[src/rtl/csr_wport_sched_if.sv]
// Bundle of MEM/WB, trap-unit and csr_file write-port signals around the CSR write-port scheduler.
// The scheduler takes the slave view; the surrounding pipeline or a bench takes the master view.
interface csr_wport_sched_if #(
    parameter int DATA_WIDTH     = 32,
    parameter int CSR_ADDR_WIDTH = 12
) ();

    logic                      wb_csr_we_i;
    logic [CSR_ADDR_WIDTH-1:0] wb_csr_waddr_i;
    logic [DATA_WIDTH-1:0]     wb_csr_wdata_i;
    logic                      wb_retire_i;
    logic                      instret_inhibit_i;

    logic                      trap_req_i;
    logic [DATA_WIDTH-1:0]     trap_epc_i;
    logic [DATA_WIDTH-1:0]     trap_cause_i;
    logic [DATA_WIDTH-1:0]     trap_tval_i;
    logic [DATA_WIDTH-1:0]     trap_mstatus_i;

    logic                      stall_o;
    logic                      trap_busy_o;
    logic                      trap_done_o;
    logic                      csr_we_o;
    logic [CSR_ADDR_WIDTH-1:0] csr_waddr_o;
    logic [DATA_WIDTH-1:0]     csr_wdata_o;
    logic                      instret_incr_o;

    modport slave (
        input  wb_csr_we_i, wb_csr_waddr_i, wb_csr_wdata_i, wb_retire_i, instret_inhibit_i,
        input  trap_req_i, trap_epc_i, trap_cause_i, trap_tval_i, trap_mstatus_i,
        output stall_o, trap_busy_o, trap_done_o,
        output csr_we_o, csr_waddr_o, csr_wdata_o, instret_incr_o
    );

    modport master (
        output wb_csr_we_i, wb_csr_waddr_i, wb_csr_wdata_i, wb_retire_i, instret_inhibit_i,
        output trap_req_i, trap_epc_i, trap_cause_i, trap_tval_i, trap_mstatus_i,
        input  stall_o, trap_busy_o, trap_done_o,
        input  csr_we_o, csr_waddr_o, csr_wdata_o, instret_incr_o
    );

endinterface

[src/rtl/csr_wport_sched.sv]
// Owns the single csr_file write port: passes MEM/WB writes through when idle and
// serialises the four trap-entry writes (mepc, mcause, mtval, mstatus) while stalling the pipe.
module csr_wport_sched #(
    parameter int DATA_WIDTH     = 32,
    parameter int CSR_ADDR_WIDTH = 12
) (
    input  logic               clk_i,
    input  logic               rst_i,
    csr_wport_sched_if.slave   bus
);

    localparam logic [CSR_ADDR_WIDTH-1:0] ADDR_MSTATUS = CSR_ADDR_WIDTH'(12'h300);
    localparam logic [CSR_ADDR_WIDTH-1:0] ADDR_MEPC    = CSR_ADDR_WIDTH'(12'h341);
    localparam logic [CSR_ADDR_WIDTH-1:0] ADDR_MCAUSE  = CSR_ADDR_WIDTH'(12'h342);
    localparam logic [CSR_ADDR_WIDTH-1:0] ADDR_MTVAL   = CSR_ADDR_WIDTH'(12'h343);

    typedef enum logic [2:0] {
        IDLE,
        T_EPC,
        T_CAUSE,
        T_TVAL,
        T_STATUS
    } state_e;

    state_e                    state_q, state_d;

    logic [DATA_WIDTH-1:0]     epc_q, epc_d;
    logic [DATA_WIDTH-1:0]     cause_q, cause_d;
    logic [DATA_WIDTH-1:0]     tval_q, tval_d;
    logic [DATA_WIDTH-1:0]     mstatus_q, mstatus_d;

    logic                      csr_we_q, csr_we_d;
    logic [CSR_ADDR_WIDTH-1:0] csr_waddr_q, csr_waddr_d;
    logic [DATA_WIDTH-1:0]     csr_wdata_q, csr_wdata_d;
    logic                      instret_incr_q, instret_incr_d;
    logic                      trap_done_q, trap_done_d;

    logic                      stall;

    // NOTE: every signal written here gets a default first, so no path leaves it unassigned
    // and no latch is inferred.
    always_comb begin
        state_d        = state_q;
        epc_d          = epc_q;
        cause_d        = cause_q;
        tval_d         = tval_q;
        mstatus_d      = mstatus_q;
        csr_we_d       = 1'b0;
        csr_waddr_d    = bus.wb_csr_waddr_i;
        csr_wdata_d    = bus.wb_csr_wdata_i;
        instret_incr_d = 1'b0;
        trap_done_d    = 1'b0;

        unique case (state_q)
            IDLE: begin
                // The pipeline op in the trap cycle is older than the trap, so it still issues.
                csr_we_d       = bus.wb_csr_we_i;
                instret_incr_d = bus.wb_retire_i & ~bus.instret_inhibit_i;
                if (bus.trap_req_i) begin
                    epc_d     = bus.trap_epc_i;
                    cause_d   = bus.trap_cause_i;
                    tval_d    = bus.trap_tval_i;
                    mstatus_d = bus.trap_mstatus_i;
                    state_d   = T_EPC;
                end
            end
            T_EPC: begin
                csr_we_d    = 1'b1;
                csr_waddr_d = ADDR_MEPC;
                csr_wdata_d = epc_q;
                state_d     = T_CAUSE;
            end
            T_CAUSE: begin
                csr_we_d    = 1'b1;
                csr_waddr_d = ADDR_MCAUSE;
                csr_wdata_d = cause_q;
                state_d     = T_TVAL;
            end
            T_TVAL: begin
                csr_we_d    = 1'b1;
                csr_waddr_d = ADDR_MTVAL;
                csr_wdata_d = tval_q;
                state_d     = T_STATUS;
            end
            T_STATUS: begin
                csr_we_d    = 1'b1;
                csr_waddr_d = ADDR_MSTATUS;
                csr_wdata_d = mstatus_q;
                trap_done_d = 1'b1;
                state_d     = IDLE;
            end
            default: begin
                state_d = IDLE;
            end
        endcase
    end

    // NOTE: state registers use non-blocking assignments so every flop samples the
    // pre-edge value of its neighbours, independent of statement order.
    always_ff @(posedge clk_i) begin
        if (!rst_i) begin
            state_q        <= IDLE;
            epc_q          <= '0;
            cause_q        <= '0;
            tval_q         <= '0;
            mstatus_q      <= '0;
            csr_we_q       <= 1'b0;
            csr_waddr_q    <= '0;
            csr_wdata_q    <= '0;
            instret_incr_q <= 1'b0;
            trap_done_q    <= 1'b0;
        end else begin
            state_q        <= state_d;
            epc_q          <= epc_d;
            cause_q        <= cause_d;
            tval_q         <= tval_d;
            mstatus_q      <= mstatus_d;
            csr_we_q       <= csr_we_d;
            csr_waddr_q    <= csr_waddr_d;
            csr_wdata_q    <= csr_wdata_d;
            instret_incr_q <= instret_incr_d;
            trap_done_q    <= trap_done_d;
        end
    end

    // Stall is combinational off the state so MEM/WB freezes in the same cycle the sequence starts.
    assign stall           = (state_q != IDLE);
    assign bus.stall_o     = stall;
    assign bus.trap_busy_o = stall;

    assign bus.trap_done_o    = trap_done_q;
    assign bus.csr_we_o       = csr_we_q;
    assign bus.csr_waddr_o    = csr_waddr_q;
    assign bus.csr_wdata_o    = csr_wdata_q;
    assign bus.instret_incr_o = instret_incr_q;

endmodule

[src/flat_wrapper.sv]
// flat-port wrapper written by rule: the top's interface ports become plain ports
module csr_wport_sched_flat 
#(
    parameter int DATA_WIDTH     = 32,
    parameter int CSR_ADDR_WIDTH = 12
)
  (clk_i, rst_i, bus_wb_csr_we_i, bus_wb_csr_waddr_i, bus_wb_csr_wdata_i, bus_wb_retire_i, bus_instret_inhibit_i, bus_trap_req_i, bus_trap_epc_i, bus_trap_cause_i, bus_trap_tval_i, bus_trap_mstatus_i, bus_stall_o, bus_trap_busy_o, bus_trap_done_o, bus_csr_we_o, bus_csr_waddr_o, bus_csr_wdata_o, bus_instret_incr_o);
  csr_wport_sched_if #(.DATA_WIDTH(DATA_WIDTH), .CSR_ADDR_WIDTH(CSR_ADDR_WIDTH)) bus_i ();
  input  logic clk_i;
  input  logic rst_i;
  input wire logic [$bits(bus_i.wb_csr_we_i)-1:0] bus_wb_csr_we_i;
  input wire logic [$bits(bus_i.wb_csr_waddr_i)-1:0] bus_wb_csr_waddr_i;
  input wire logic [$bits(bus_i.wb_csr_wdata_i)-1:0] bus_wb_csr_wdata_i;
  input wire logic [$bits(bus_i.wb_retire_i)-1:0] bus_wb_retire_i;
  input wire logic [$bits(bus_i.instret_inhibit_i)-1:0] bus_instret_inhibit_i;
  input wire logic [$bits(bus_i.trap_req_i)-1:0] bus_trap_req_i;
  input wire logic [$bits(bus_i.trap_epc_i)-1:0] bus_trap_epc_i;
  input wire logic [$bits(bus_i.trap_cause_i)-1:0] bus_trap_cause_i;
  input wire logic [$bits(bus_i.trap_tval_i)-1:0] bus_trap_tval_i;
  input wire logic [$bits(bus_i.trap_mstatus_i)-1:0] bus_trap_mstatus_i;
  output wire logic [$bits(bus_i.stall_o)-1:0] bus_stall_o;
  output wire logic [$bits(bus_i.trap_busy_o)-1:0] bus_trap_busy_o;
  output wire logic [$bits(bus_i.trap_done_o)-1:0] bus_trap_done_o;
  output wire logic [$bits(bus_i.csr_we_o)-1:0] bus_csr_we_o;
  output wire logic [$bits(bus_i.csr_waddr_o)-1:0] bus_csr_waddr_o;
  output wire logic [$bits(bus_i.csr_wdata_o)-1:0] bus_csr_wdata_o;
  output wire logic [$bits(bus_i.instret_incr_o)-1:0] bus_instret_incr_o;
  assign bus_i.wb_csr_we_i = bus_wb_csr_we_i;
  assign bus_i.wb_csr_waddr_i = bus_wb_csr_waddr_i;
  assign bus_i.wb_csr_wdata_i = bus_wb_csr_wdata_i;
  assign bus_i.wb_retire_i = bus_wb_retire_i;
  assign bus_i.instret_inhibit_i = bus_instret_inhibit_i;
  assign bus_i.trap_req_i = bus_trap_req_i;
  assign bus_i.trap_epc_i = bus_trap_epc_i;
  assign bus_i.trap_cause_i = bus_trap_cause_i;
  assign bus_i.trap_tval_i = bus_trap_tval_i;
  assign bus_i.trap_mstatus_i = bus_trap_mstatus_i;
  assign bus_stall_o = bus_i.stall_o;
  assign bus_trap_busy_o = bus_i.trap_busy_o;
  assign bus_trap_done_o = bus_i.trap_done_o;
  assign bus_csr_we_o = bus_i.csr_we_o;
  assign bus_csr_waddr_o = bus_i.csr_waddr_o;
  assign bus_csr_wdata_o = bus_i.csr_wdata_o;
  assign bus_instret_incr_o = bus_i.instret_incr_o;
  csr_wport_sched #(.DATA_WIDTH(DATA_WIDTH), .CSR_ADDR_WIDTH(CSR_ADDR_WIDTH)) u_core (.clk_i(clk_i), .rst_i(rst_i), .bus(bus_i));
endmodule
[config.mk]
export PLATFORM = sky130hd
export DESIGN_NAME = csr_wport_sched_flat
export DESIGN_NICKNAME = d
export VERILOG_FILES = /design/src/rtl/csr_wport_sched_if.sv /design/src/rtl/csr_wport_sched.sv /design/src/flat_wrapper.sv
export SDC_FILE = /design/constraint.sdc
export NUM_CORES = 1
export LEC_CHECK = 0
export BUFFER_PORTS_ARGS = -buffer_cell sky130_fd_sc_hd__buf_2
export CORE_AREA = 4 4 176 135
export CTS_CLUSTER_DIAMETER = 50
export DETAILED_ROUTE_END_ITERATION = 16
export DIE_AREA = 0 0 180 139
export RECOVER_POWER = 100
export REMOVE_ABC_BUFFERS = 1
export SYNTH_ARGS = -nofsm -noshare
export SYNTH_HDL_FRONTEND = slang
export SYNTH_SLANG_ARGS = --single-unit
[constraint.sdc]
create_clock -name clk_i -period 4 [get_ports clk_i]
set_input_delay 0.6 -clock clk_i [delete_from_list [all_inputs] [get_ports clk_i]]
set_output_delay 0.6 -clock clk_i [all_outputs]
set_load 0.03 [all_outputs]
==> impl_metrics.json <==
{
  "fin_tns_setup_ns": 0,
  "core-area_um2": 21930,
  "post-route-util": 0.4179,
  "die_w_um": 180,
  "fmax_mhz": 344.7,
  "cts_tree": "built",
  "ys_ff_latch": 178,
  "power_mw": 4.535,
  "dr.pass1.iters": 4,
  "finalNetCount": 1232,
  "rows": 47,
  "setup-violations-final": 0,
  "cts_made_buffers": 17,
  "place_congestion": 0.7605,
  "clock_latency_ns": 0.43,
  "violations": "max-capacitance violations, max-slew violations",
  "grt_pass1_wl_um": 34600,
  "dieArea_um2": 25020,
  "clk_pin_slew_ns": 0.07,
  "dp_hpwl_um": 13970,
  "antenna_cells": 0,
  "routedWlPerCell_um": 16.03,
  "grt_antenna_before_repair": 4,
  "final_common_cell": "nand2_1",
  "ios": 227,
  "synth_cells": 874,
  "finalMaxSlewViolations": 92,
  "startpoint_type": "register",
  "critPathKind": "reg2reg",
  "clockRootBuffer": "clkbuf_16",
  "min_path_type": "in2reg",
  "holdWs_ns": 0.3250,
  "cts_htree_levels": 4,
  "layout_common_cells": "nand2_1, buf_2, dfxtp_1",
  "path_cells": "nor3_4 > and2_2 > buf_12 > nand2_1 > a21boi_0",
  "cpLargestDelayFamily": "simple AND/OR/NAND/NOR gates",
  "pwr-share-seq": 0.445,
  "drcViolationCount": 0,
  "clockBufferDepth": 2,
  "rsz0062_at_grt": "false",
  "routed_via_density": 4.805,
  "outcome": "finished with violations",
  "yosysSeqAreaShare": 0.4690,
  "p_int_mw": 3.129,
  "syn_area_um2": 7597,
  "endpoint_kind": "register",
  "cp_slowest_cell": "and2_2",
  "grt_pass1_vias": 6455,
  "power_density_nw_per_um2": 494.7,
  "cts_resized": 0,
  "drv_cap": 1,
  "worstPathRequired_ns": 4.36,
  "grt_max_degree": 93,
  "clock_skew_ns": 0.01372,
  "vias": 6540,
  "sw_frac_of_total": 0.3099,
  "start_util": 0.3464,
  "die_height_um": 139,
  "wirelength_um": 21820,
  "cts.sinks": 178,
  "ant_nets": 0,
  "area_delta_synth_final_pct": 20.67,
  "relSlewSlack": -0.06838,
  "vdd_drop_max_uv": 234.9,
  "final.fill_count": 2283,
  "overflow": 0,
  "cts_setup_buffers": 0,
  "arrival_ns": 3.26,
  "clockPowerShare": 0.365,
  "crit_path_max_fanout": 71,
  "p_sw_mw": 1.406,
  "worstMarginPinSlew_ns": 1.603,
  "crit_path_max_incr_delay_ns": 0.92,
  "hold_buffers": 0,
  "finalCriticalPeriod_ns": 2.901,
  "hold_viol_final": 0,
  "p_comb_frac": 0.190,
  "track_usage": 0.1697,
  "synth.distinct_cells": 31,
  "yosysWarnings": 0,
  "fin_crit_sh": 0.7252,
  "port_buffers": 226,
  "syn_avg_cell_area_um2": 8.693,
  "power.leakage_nw": 3.671,
  "path_buf_inv": 1,
  "drive_above_1_share": 0.2512,
  "drt_iter0_drc": 401
}
==> final cells by class <==
cell class / count / area (µm²) / area share
clock inverter: 14 / 143.9 / 0.01570
timing repair buffer: 236 / 1177 / 0.1284
clock buffer: 18 / 429.2 / 0.04681
inverter: 6 / 22.52 / 0.002457
multi-input combinational: 615 / 3462 / 0.3776
sequential: 178 / 3565 / 0.3888
tap: 294 / 367.9 / 0.04013
==> registers in the layout, summed over array words and instances, names as in the netlist, 3 cells and up <==
name and cells:
u_core.cause_q 32, u_core.mstatus_q 32, u_core.bus.csr_wdata_o 32, u_core.state_q 3, u_core.bus.csr_waddr_o 12, u_core.epc_q 32
u_core.tval_q 32
==> layer usage <==
metal  track usage  routed length [µm]  vias to the layer above
li1              -                   -                     3284
met5             0                  42                        -
met4       0.04248                 135                        8
met2        0.2548                9324                      211
met1        0.2391               10780                     3015
met3       0.05191                1536                       22
==> kinds of logic after synthesis <==
family,after synthesis,share of synthesized area
DFF,178,0.4690
buffers and inverters,81,0.06275
AOI/OAI and AO/OA,266,0.2538
and+or+nand+nor,314,0.1630
muxes,33,0.04891
xor gates and xnor gates,1,0.001153
adders and majority gates,1,0.001318
==> cells in the mapped netlist, drive strengths merged <==
library cell / n / area share
mux2: 33 / 0.049
clkbuf: 40 / 0.025
o21a: 33 / 0.033
nor2b: 1 / 0.00082
and3: 8 / 0.0066
a21boi: 129 / 0.15
xnor2: 1 / 0.0012
nor3b: 1 / 0.00099
and2: 4 / 0.0036
maj3: 1 / 0.0013
nand2: 293 / 0.14
buf: 35 / 0.035
nor2: 2 / 0.00099
dfxtp: 178 / 0.47
a21oi: 36 / 0.024
nor4b: 1 / 0.0012
o22ai: 33 / 0.027
o21ai: 35 / 0.023
nor3: 4 / 0.0041
inv: 5 / 0.0025
clkinv: 1 / 0.00049
==> stage by stage <==
stage / setup slack (ns) / area, µm² / cells
6_report: 1.099 / 9168 / 1361
5_1_grt: 0.7575 / 9168 / 1361
4_1_cts: 1.669 / 9348 / 1361
3_5_place_dp: 1.688 / 8775 / 1329
3_3_place_gp: 1.712 / 8775 / 1329
2_1_floorplan: 0.2628 / 7143 / 799
==> path summary, 6_finish.rpt <==
| check | slack, ns | end | start | cells past startpoint |
|---|---|---|---|---|
| max reg2reg | 1.10 | u_core.mstatus_q[25] | u_core.state_q[2] | 5 |
| min reg2reg | 0.45 | u_core.tval_q[4] | u_core.tval_q[4] | 2 |
| min | 0.32 | u_core.bus.instret_incr_o | bus_instret_inhibit_i | 2 |
| max | 1.10 | u_core.mstatus_q[25] | u_core.state_q[2] | 5 |
==> power groups by stage <==
stage | sequential [mW] | clock [mW] | combinational (mW)
5_1_grt | 2.04 | 1.78 | 0.954
6_report | 2.02 | 1.66 | 0.863
4_1_cts | 2.02 | 1.70 | 0.921
3_3_place_gp | 2.05 | 0 | 0.911
3_5_place_dp | 2.05 | 0 | 0.918
2_1_floorplan | 2.16 | 0 | 0.448
Note: power is estimated with default switching activity, not from simulation.
